--- src/rtl/button_conditioner.sv ---
// -----------------------------------------------------------------------------
// button_conditioner
//
// Turns one raw, asynchronous board button into clean synchronous signals.
// The raw pad level goes through a polarity fix-up, a two-flop synchroniser
// and a counter-based debouncer. Registered one-cycle pulses then mark press,
// release and a one-shot long press.
//
// Parameters:
//   DEBOUNCE_CYCLES   - cycles the synchronised level must disagree with the
//                       debounced state before that state flips (>= 1)
//   LONG_PRESS_CYCLES - cycles after pressed rises at which long_press fires (>= 1)
//   ACTIVE_LOW        - 1: raw low means pressed; 0: raw high means pressed
//
// Ports:
//   clk           in   system clock, rising edge
//   reset         in   synchronous, active-high reset
//   btn_raw       in   asynchronous pad level
//   pressed       out  debounced level, 1 = pressed
//   press         out  one-cycle pulse after pressed goes 0->1
//   release_pulse out  one-cycle pulse after pressed goes 1->0
//                      (`release` is a reserved word in SystemVerilog)
//   long_press    out  one-cycle pulse, at most once per press
//
// Every output is driven directly by a flop. There is no combinational path
// from btn_raw to any output.
// -----------------------------------------------------------------------------
module button_conditioner #(
    parameter int DEBOUNCE_CYCLES   = 120000,
    parameter int LONG_PRESS_CYCLES = 12000000,
    parameter bit ACTIVE_LOW        = 1'b1
) (
    input  logic clk,
    input  logic reset,
    input  logic btn_raw,
    output logic pressed,
    output logic press,
    output logic release_pulse,
    output logic long_press
);

    localparam int DW = $clog2(DEBOUNCE_CYCLES + 1);
    localparam int HW = $clog2(LONG_PRESS_CYCLES + 1);

    localparam logic [DW-1:0] DEB_LAST  = DW'(DEBOUNCE_CYCLES - 1);
    localparam logic [HW-1:0] HOLD_MAX  = HW'(LONG_PRESS_CYCLES);
    localparam logic [HW-1:0] HOLD_LAST = HW'(LONG_PRESS_CYCLES - 1);

    logic          btn_in;
    logic          sync1;
    logic          sync2;
    logic [DW-1:0] deb_cnt;
    logic          pressed_d;
    logic [HW-1:0] hold_cnt;

    // Normalise polarity so that 1 always means pressed ahead of the synchroniser.
    assign btn_in = btn_raw ^ ACTIVE_LOW;

    always_ff @(posedge clk) begin
        if (reset) begin
            sync1         <= 1'b0;
            sync2         <= 1'b0;
            deb_cnt       <= '0;
            pressed       <= 1'b0;
            pressed_d     <= 1'b0;
            press         <= 1'b0;
            release_pulse <= 1'b0;
            hold_cnt      <= '0;
            long_press    <= 1'b0;
        end else begin
            // Synchroniser stage
            sync1 <= btn_in;
            sync2 <= sync1;

            // Debounce stage: a single cycle of agreement with the current
            // state restarts the count, which rejects bounce.
            if (sync2 == pressed) begin
                deb_cnt <= '0;
            end else if (deb_cnt == DEB_LAST) begin
                pressed <= ~pressed;
                deb_cnt <= '0;
            end else begin
                deb_cnt <= deb_cnt + DW'(1);
            end

            // Edge-pulse stage
            pressed_d     <= pressed;
            press         <= pressed & ~pressed_d;
            release_pulse <= ~pressed & pressed_d;

            // Long-press stage: hold_cnt saturates at the threshold, so the
            // pulse cannot fire again until a release and a fresh press.
            if (!pressed) begin
                hold_cnt   <= '0;
                long_press <= 1'b0;
            end else if (hold_cnt < HOLD_MAX) begin
                hold_cnt   <= hold_cnt + HW'(1);
                long_press <= (hold_cnt == HOLD_LAST);
            end else begin
                long_press <= 1'b0;
            end
        end
    end

endmodule

--- config.mk ---
export PLATFORM = sky130hd
export DESIGN_NAME = button_conditioner
export DESIGN_NICKNAME = d
export VERILOG_FILES = /design/src/rtl/button_conditioner.sv
export SDC_FILE = /design/constraint.sdc
export NUM_CORES = 1
export LEC_CHECK = 0
export ABC_AREA = 1
export CAP_MARGIN = 20
export CORE_MARGIN = 4
export CORE_UTILIZATION = 56
export CTS_CLUSTER_DIAMETER = 30
export DETAILED_ROUTE_END_ITERATION = 10
export PLACE_DENSITY = 0.8
export SYNTH_ARGS = -nofsm -noshare
export SYNTH_HDL_FRONTEND = slang
export SYNTH_SLANG_ARGS = --single-unit
--- constraint.sdc ---
create_clock -name clk -period 1.9 [get_ports clk]
set_input_delay 0.285 -clock clk [delete_from_list [all_inputs] [get_ports clk]]
set_output_delay 0.285 -clock clk [all_outputs]
set_load 0.1 [all_outputs]
==> qor.csv, run 1 <==
stage,metric,value,unit
run_status,run status,completed,
grt,gr ovfl total,0,
critical_path,WP buf/inv,0,
detailed_routing,Wirelength per Cell,12.0,um
pwr,Psw,0.347,mW
cts,Num CTS Buffers,5,
cts,clk sinks,48,
pwr,Cell Pwr Density,658,nW/um2
pwr,sw frac,18.5,%
placement,GP Congestion,0.958,
detailed_routing,Routed Antenna Nets,0,
sta,RSZ-0062 raised after global routing,false,
cells_and_area,Antenna Cells,0,
critical_path,startpoint types,flip-flop,
cts,Clock transition at path regs,90,ps
cts,setup bufs post-CTS,0,
cts,clk_lat worst skew,300,ps
floorplan,cell row count,24,
yosys,"Seq/Total Area, Yosys",36.1,%
detailed_routing,final WL,5.40,mm
cts,CTS tree,yes,
pwr,Int Pwr,1.53,mW
cells_and_area,"most common cell after layout, fill and taps aside",nand2_1,
critical_path,Worst Setup SP,hold_cnt[1],
sta,final count of negative-setup-slack endpoints,0,
sta,worst slew pin tran,318,ps
placement,port bufs,6,
grt,GRT Overall Usage,20.1,%
critical_path,Worst Setup EP,hold_cnt[18],
yosys,post-synth top area cell,dfxtp_1,
sta,PnR worst setup slack,309,ps
critical_path,CP max stage delay,390,ps
cells_and_area,Layout area overhead,7.24,%
detailed_routing,drt initial violations,226,
yosys,top-area cell type share of the netlist area,36.1,%
job,number of max-cap violations,0,
cells_and_area,Sequential Area,961,um2
grt,vias in the first global route,2270,
floorplan,Die Footprint,5920,um2
critical_path,Critical Path Fanout Max,6,
critical_path,Critical Path RT,2100,ps
sta,Fin. Hold Viols,0,
floorplan,top-level I/O count,7,
pwr,Worst VDD drop,0.271,mV
pwr,total design power,1.88,mW
sta,setup TNS,0,ps
pwr,Flop pwr share,53.7,%
sta,fmax,0.628,GHz
critical_path,crit path DAT,1800,ps
grt,first-pass GRT wire length,9.98,mm
cells_and_area,area of the multi-input gates,1470,um2
yosys,Post-Syn Area,2660,um2
yosys,synthesized flop and latch total,48,
critical_path,Worst R2R Path Depth,8,
cts,H-tree levels,2,
cells_and_area,Filler cells,393,
placement,HPWL Detailed,4.03,mm
critical_path,worst r2r dst,hold_cnt[18],
cells_and_area,Finished Cell Area,2850,um2
yosys,synth top area cells,"dfxtp_1 36%, nand2_1 12%, nor2_1 12%",
worst_hold_path,path type of the worst min-delay path,reg2reg,
placement,dpl cell area,2730,um2
floorplan,CORE AREA,4470,um2
placement,pre-CTS WS,288,ps
cells_and_area,most frequent cells in the layout,"88 x nand2_1, 82 x nor2_1, 48 x dfxtp_1",
sta,minimum clock period,1590,ps
critical_path,Reg-to-Reg Start,hold_cnt[1],
critical_path,CP cell instances,ha_1 > nand3_2 > nor2_4 > nand2_1 > nor2_2 > nand4_1 > nand2_1 > nor2_1,
cts,CTS Hold Buffers Added,0,
critical_path,Worst path slowest cell,dfxtp_1,
yosys,Cells after Synth,392,
pwr,clock network fraction of design power,45.6,%
detailed_routing,first-pass detailed-route iteration total,5,
detailed_routing,via count,2417,
critical_path,CP Class,reg2reg,
sta,Tcrit/Tclk final,83.8,%
yosys,Mapped Avg Cell Area,6.79,um2
cts,clk buf depth,2,
floorplan,starting density of the core,59.5,%
critical_path,Crit path max-delay family,simple AND/OR/NAND/NOR gates,
critical_path,"setup slack, reg-to-reg",310,ps
critical_path,Worst setup EP type,flip-flop,
detailed_routing,Via density,5.37,
cts,Post-CTS Resized,0,
cells_and_area,# nets final,403,
cts,Root Buffer,clkbuf_8,
sta,Final Max Tran Viols,0,
sta,Worst Clk Skew,6.03,ps
floorplan,Die Y,76.9,um
pwr,Logic pwr share,0.7,%
detailed_routing,DRC Markers,0,
critical_path,cell count along the critical path,8,
yosys,"Warnings, synthesis",0,
floorplan,Die W,76.9,um
yosys,Unique masters post-synth,30,
grt,pin count of the biggest net entering global routing,26,
grt,antenna violations before repair,0,
cells_and_area,"Core Util, Final",63.8,%
critical_path,most frequent CP cell,nand2_1,
cells_and_area,layout cell share with drive strength beyond 1,12.8,%
pwr,Static Leakage,0.984,nW
yosys,Mapped Nets,397,
sta,Rel. slew slack,78.8,%
## flip-flops by register name, summed over array words and instances, names as in the netlist
signal / cells
hold_cnt: 24
sync2: 1
sync1: 1
deb_cnt: 17
release_pulse: 1
pressed: 1
long_press: 1
pressed_d: 1
press: 1
## how the worst min path moves through the flow
stage	start	end	slack [ps]	depth (start not counted)
after global placement	sync1	sync2	410	2
after global routing	pressed_d	press	470	1
after CTS	pressed_d	press	460	1
after detailed placement	pressed_d	press	440	1
final	sync1	sync2	450	2
after floorplan	btn_raw	sync1	350	1
## power by group through the flow
stage	combinational, mW	sequential, mW	clock (mW)
2_1_floorplan	0.00764	1.03	0
3_3_place_gp	0.0131	1.03	0
3_5_place_dp	0.0136	1.03	0
4_1_cts	0.0138	1.01	0.875
5_1_grt	0.0152	1.01	0.915
6_report	0.0135	1.01	0.857
## area by class of cell
cell class              count  area share, %
multi-input cells         291           51.6
flip-flops and latches     48           33.7
clock buffers               5           2.41
well taps                  52           2.28
inverters                  45           5.96
repair buffers              7           2.02
clock inverters             2           2.10
## kinds of logic after synthesis
group                      after synthesis  synth area share, %
and+or+nand+nor                        251                 44.9
buffers and inverters                   53                 8.60
DFF                                     48                 36.1
AOI/OAI and AO/OA                       28                 6.16
xor gates and xnor gates                10                 3.29
adders and majority gates                2                0.940
## through the flow
step,cells,hold WS [ps]
global route,450,470
CTS,450,455
global placement,443,405
finish,450,449
floorplan,392,352
detailed placement,443,437
## worst min-delay path, stage by stage, from the launching register on
cell and delay, ps:
dfxtp_1 310, inv_1 60, nor2_1 40
## Yosys cell counts, drive strengths merged
| cell type | instances |
|---|---|
| nand2 | 101 |
| nor2 | 97 |
| dfxtp | 48 |
| inv | 42 |
| nand3 | 26 |
| nand4 | 18 |
| a21oi | 17 |
| buf | 8 |
| nor3 | 6 |
| xnor2 | 5 |
| xor2 | 5 |
| a31oi | 4 |
| o21ai | 4 |
| clkinv | 3 |
| nand3b | 3 |
| ha | 2 |
| o21bai | 2 |
| a21o | 1 |
## per-layer routing
layer	track usage (%)	up-vias	part of all wire (%)
met3	3.86	12	6.6
met4	5.98	0	1.4
met5	0	-	0
met1	26.3	1072	47
met2	33.5	79	45
li1	-	1254	-
(Power assumes the default switching activity.)
==> run 2, diff against run 1 <==
--- a/config.mk
+++ b/config.mk
@@ -8,10 +8,10 @@
 export ABC_AREA = 1
 export CAP_MARGIN = 20
 export CORE_MARGIN = 4
-export CORE_UTILIZATION = 56
+export CORE_UTILIZATION = 55
 export CTS_CLUSTER_DIAMETER = 30
 export DETAILED_ROUTE_END_ITERATION = 10
-export PLACE_DENSITY = 0.8
+export PLACE_DENSITY = 0.82
 export SYNTH_ARGS = -nofsm -noshare
 export SYNTH_HDL_FRONTEND = slang
 export SYNTH_SLANG_ARGS = --single-unit
==> constraint.sdc (replaced) <==
create_clock -name clk -period 1.45 [get_ports clk]
set_input_delay 0.2175 -clock clk [delete_from_list [all_inputs] [get_ports clk]]
set_output_delay 0.2175 -clock clk [all_outputs]
set_load 0.1 [all_outputs]
==> run 2 against run 1 <==
  * Utilization up 4.7 points
  * Final cell count rose by 6.2%
  * Via count grew 5.2%
  * Wire length is 13% higher
  * Worst hold slack got worse by 29 ps
  * Die area increased by 1.6%
  * Register-to-register slack worse by 230 ps
  * Clock skew increased by 7.1 ps
  * Total power up 25%
  * Non-clock buffer count increased by 25
  * Sequential power grew 31%
  * Largest power group unchanged
  * Highest routed layer unchanged
==> qor.csv, run 2 (synthesis gave the netlist of run 1 again) <==
stage,metric,value,unit,change
run_status,run status,completed,,
placement,Inst Count DP,464,,+4.7%
grt,gr ovfl total,0,,unchanged
sta,minimum clock period,1370,ps,-220 ps
sta,RSZ-0062 raised after global routing,true,,
detailed_routing,Routed Antenna Nets,0,,unchanged
detailed_routing,DR top layer,met4,,
detailed_routing,routed wl met3,463,um,+30%
cts,Num CTS Buffers,5,,unchanged
cts,H-tree levels,2,,unchanged
sta,Rel. slew slack,73.8,%,-4.9 points
sta,setup TNS,0,ps,unchanged
detailed_routing,WL met2,2.93,mm,+21%
cells_and_area,layout cell share with drive strength beyond 1,24.3,%,+11 points
job,number of max-cap violations,0,,unchanged
floorplan,top-level I/O count,7,,unchanged
critical_path,Critical Path RT,1670,ps,-430 ps
critical_path,Worst path slowest cell,dfxtp_2,,
critical_path,Worst setup EP type,flip-flop,,
floorplan,CORE AREA,4690,um2,+4.9%
floorplan,cell row count,25,,+4.2%
cells_and_area,non-filler cells in the finished layout,478,,+6.2%
floorplan,Die Footprint,6020,um2,+1.6%
critical_path,Critical Path Fanout Max,4,,-2
detailed_routing,via count,2543,,+5.2%
critical_path,CP max stage delay,370,ps,-20 ps
sta,Fin. Hold Viols,0,,unchanged
grt,antenna violations before repair,0,,unchanged
cts,clk buf depth,2,,unchanged
floorplan,starting density of the core,56.7,%,-2.8 points
placement,pre-CTS WS,11.7,ps,-276 ps
cells_and_area,most frequent cells in the layout,"86 x nand2_1, 75 x nor2_1, 38 x inv_1",,
sta,worst slew pin tran,391,ps,+72.5 ps
cts,clk sinks,48,,unchanged
grt,vias in the first global route,2382,,+4.9%
cells_and_area,Antenna Cells,0,,unchanged
cells_and_area,# nets final,428,,+6.2%
detailed_routing,drt initial violations,173,,-23%
grt,first-pass GRT wire length,10.1,mm,+1.2%
sta,final count of negative-setup-slack endpoints,0,,unchanged
critical_path,CP Class,reg2reg,,
cells_and_area,Top reg by flops,hold_cnt,,
detailed_routing,wl on met1,2.63,mm,+2.8%
placement,HPWL Detailed,4.29,mm,+6.2%
cts,Root Buffer,clkbuf_8,,
detailed_routing,first-pass detailed-route iteration total,4,,-1
detailed_routing,DRC Markers,0,,unchanged
pwr,Worst VDD drop,0.396,mV,+46%
pwr,Static Leakage,1.13,nW,+15%
floorplan,Die Y,77.6,um,+0.81%
cts,CTS tree,yes,,
cells_and_area,"most common cell after layout, fill and taps aside",nand2_1,,
cells_and_area,Sequential Area,980,um2,+2.0%
grt,pin count of the biggest net entering global routing,22,,-15%
sta,Final Max Tran Viols,0,,unchanged
sta,PnR worst setup slack,78.3,ps,-230 ps
detailed_routing,Via density,5.32,,-0.95%
cells_and_area,max reg flops,24,,unchanged
sta,fmax,0.729,GHz,+16%
placement,port bufs,6,,unchanged
worst_hold_path,path type of the worst min-delay path,reg2reg,,
floorplan,Die W,77.6,um,+0.81%
placement,GP Congestion,0.942,,-1.7%
critical_path,startpoint types,flip-flop,,
critical_path,most frequent CP cell,nand2_1,,
sta,Worst Clk Skew,13.1,ps,+7.07 ps
cts,clk_lat worst skew,320,ps,+20 ps
detailed_routing,final WL,6.11,mm,+13%
critical_path,CP cell instances,ha_4 > nand3_2 > nor2_4 > nand2_1 > nor2_2 > nand4_1 > nand2_1 > nor2_1,,
cells_and_area,Layout area overhead,20.8,%,
grt,GRT Overall Usage,20.7,%,+0.54 points
cells_and_area,area of the multi-input gates,1560,um2,+6.1%
critical_path,crit path DAT,1590,ps,-210 ps
cells_and_area,Filler cells,369,,-6.1%
cells_and_area,Regs by FF count,"hold_cnt x24, deb_cnt x17",,
sta,Tcrit/Tclk final,94.6,%,+11 points
pwr,total design power,2.36,mW,+25%
critical_path,WP buf/inv,0,,unchanged
critical_path,Crit path max-delay family,simple AND/OR/NAND/NOR gates,,
cts,Clock transition at path regs,100,ps,about the same
pwr,Cell Pwr Density,733,nW/um2,+11%
detailed_routing,Wirelength per Cell,12.8,um,+6.5%
cts,CTS Hold Buffers Added,0,,unchanged
## run 2: worst min-delay path, cell delays in order, from the launching register on
cell	delay, ps
dfxtp_1	310
inv_1	40
nor2_1	30
## run 2: what timing repair did
item / 4_1_cts / 5_1_grt
pin swaps: 0 / 7
buffers inserted: 0 / 6
endpoints found under the setup margin: 4 / 38
gates resized for setup: 2 / 32
## run 2: per-stage QoR
step	cell area (um2)	hold slack [ps]	utilization, %
after CTS	3070	428	65.4
after global placement	2950	405	62.8
after floorplan	2660	284	-
final	3210	420	68.5
after global routing	3210	445	68.5
after detailed placement	2950	417	62.8
## run 2: worst paths after layout
kind                    start           end  slack [ps]  cells after the start
setup / recovery  hold_cnt[0]  hold_cnt[16]          80                      8
hold / removal          sync1         sync2         420                      2
setup reg to reg  hold_cnt[0]  hold_cnt[16]          80                      8
hold reg to reg         sync1         sync2         420                      2
## run 2: final cells by class
cell class	instances	share of cell area (%)
clock buffers	5	2.14
clock inverters	3	1.44
inverters	45	5.29
multi-input cells	291	48.6
flip-flops and latches	48	30.5
well taps	54	2.10
repair buffers	32	9.96
## run 2: layer usage
| metal | GRT usage [%] | vias to the layer above |
|---|---|---|
| met5 | 0 | - |
| met4 | 9.43 | 0 |
| met3 | 4.29 | 11 |
| met2 | 34.5 | 79 |
| met1 | 25.6 | 1149 |
| li1 | - | 1304 |
## run 2: report_power, final
part / switching (mW) / leakage (nW) / total [mW] / internal [mW]
clock network: 0.495 / 0.0548 / 1.02 / 0.520
registers: 0.00229 / 0.394 / 1.32 / 1.32
logic: 0.00995 / 0.682 / 0.0210 / 0.0111
total: 0.507 / 1.13 / 2.36 / 1.85
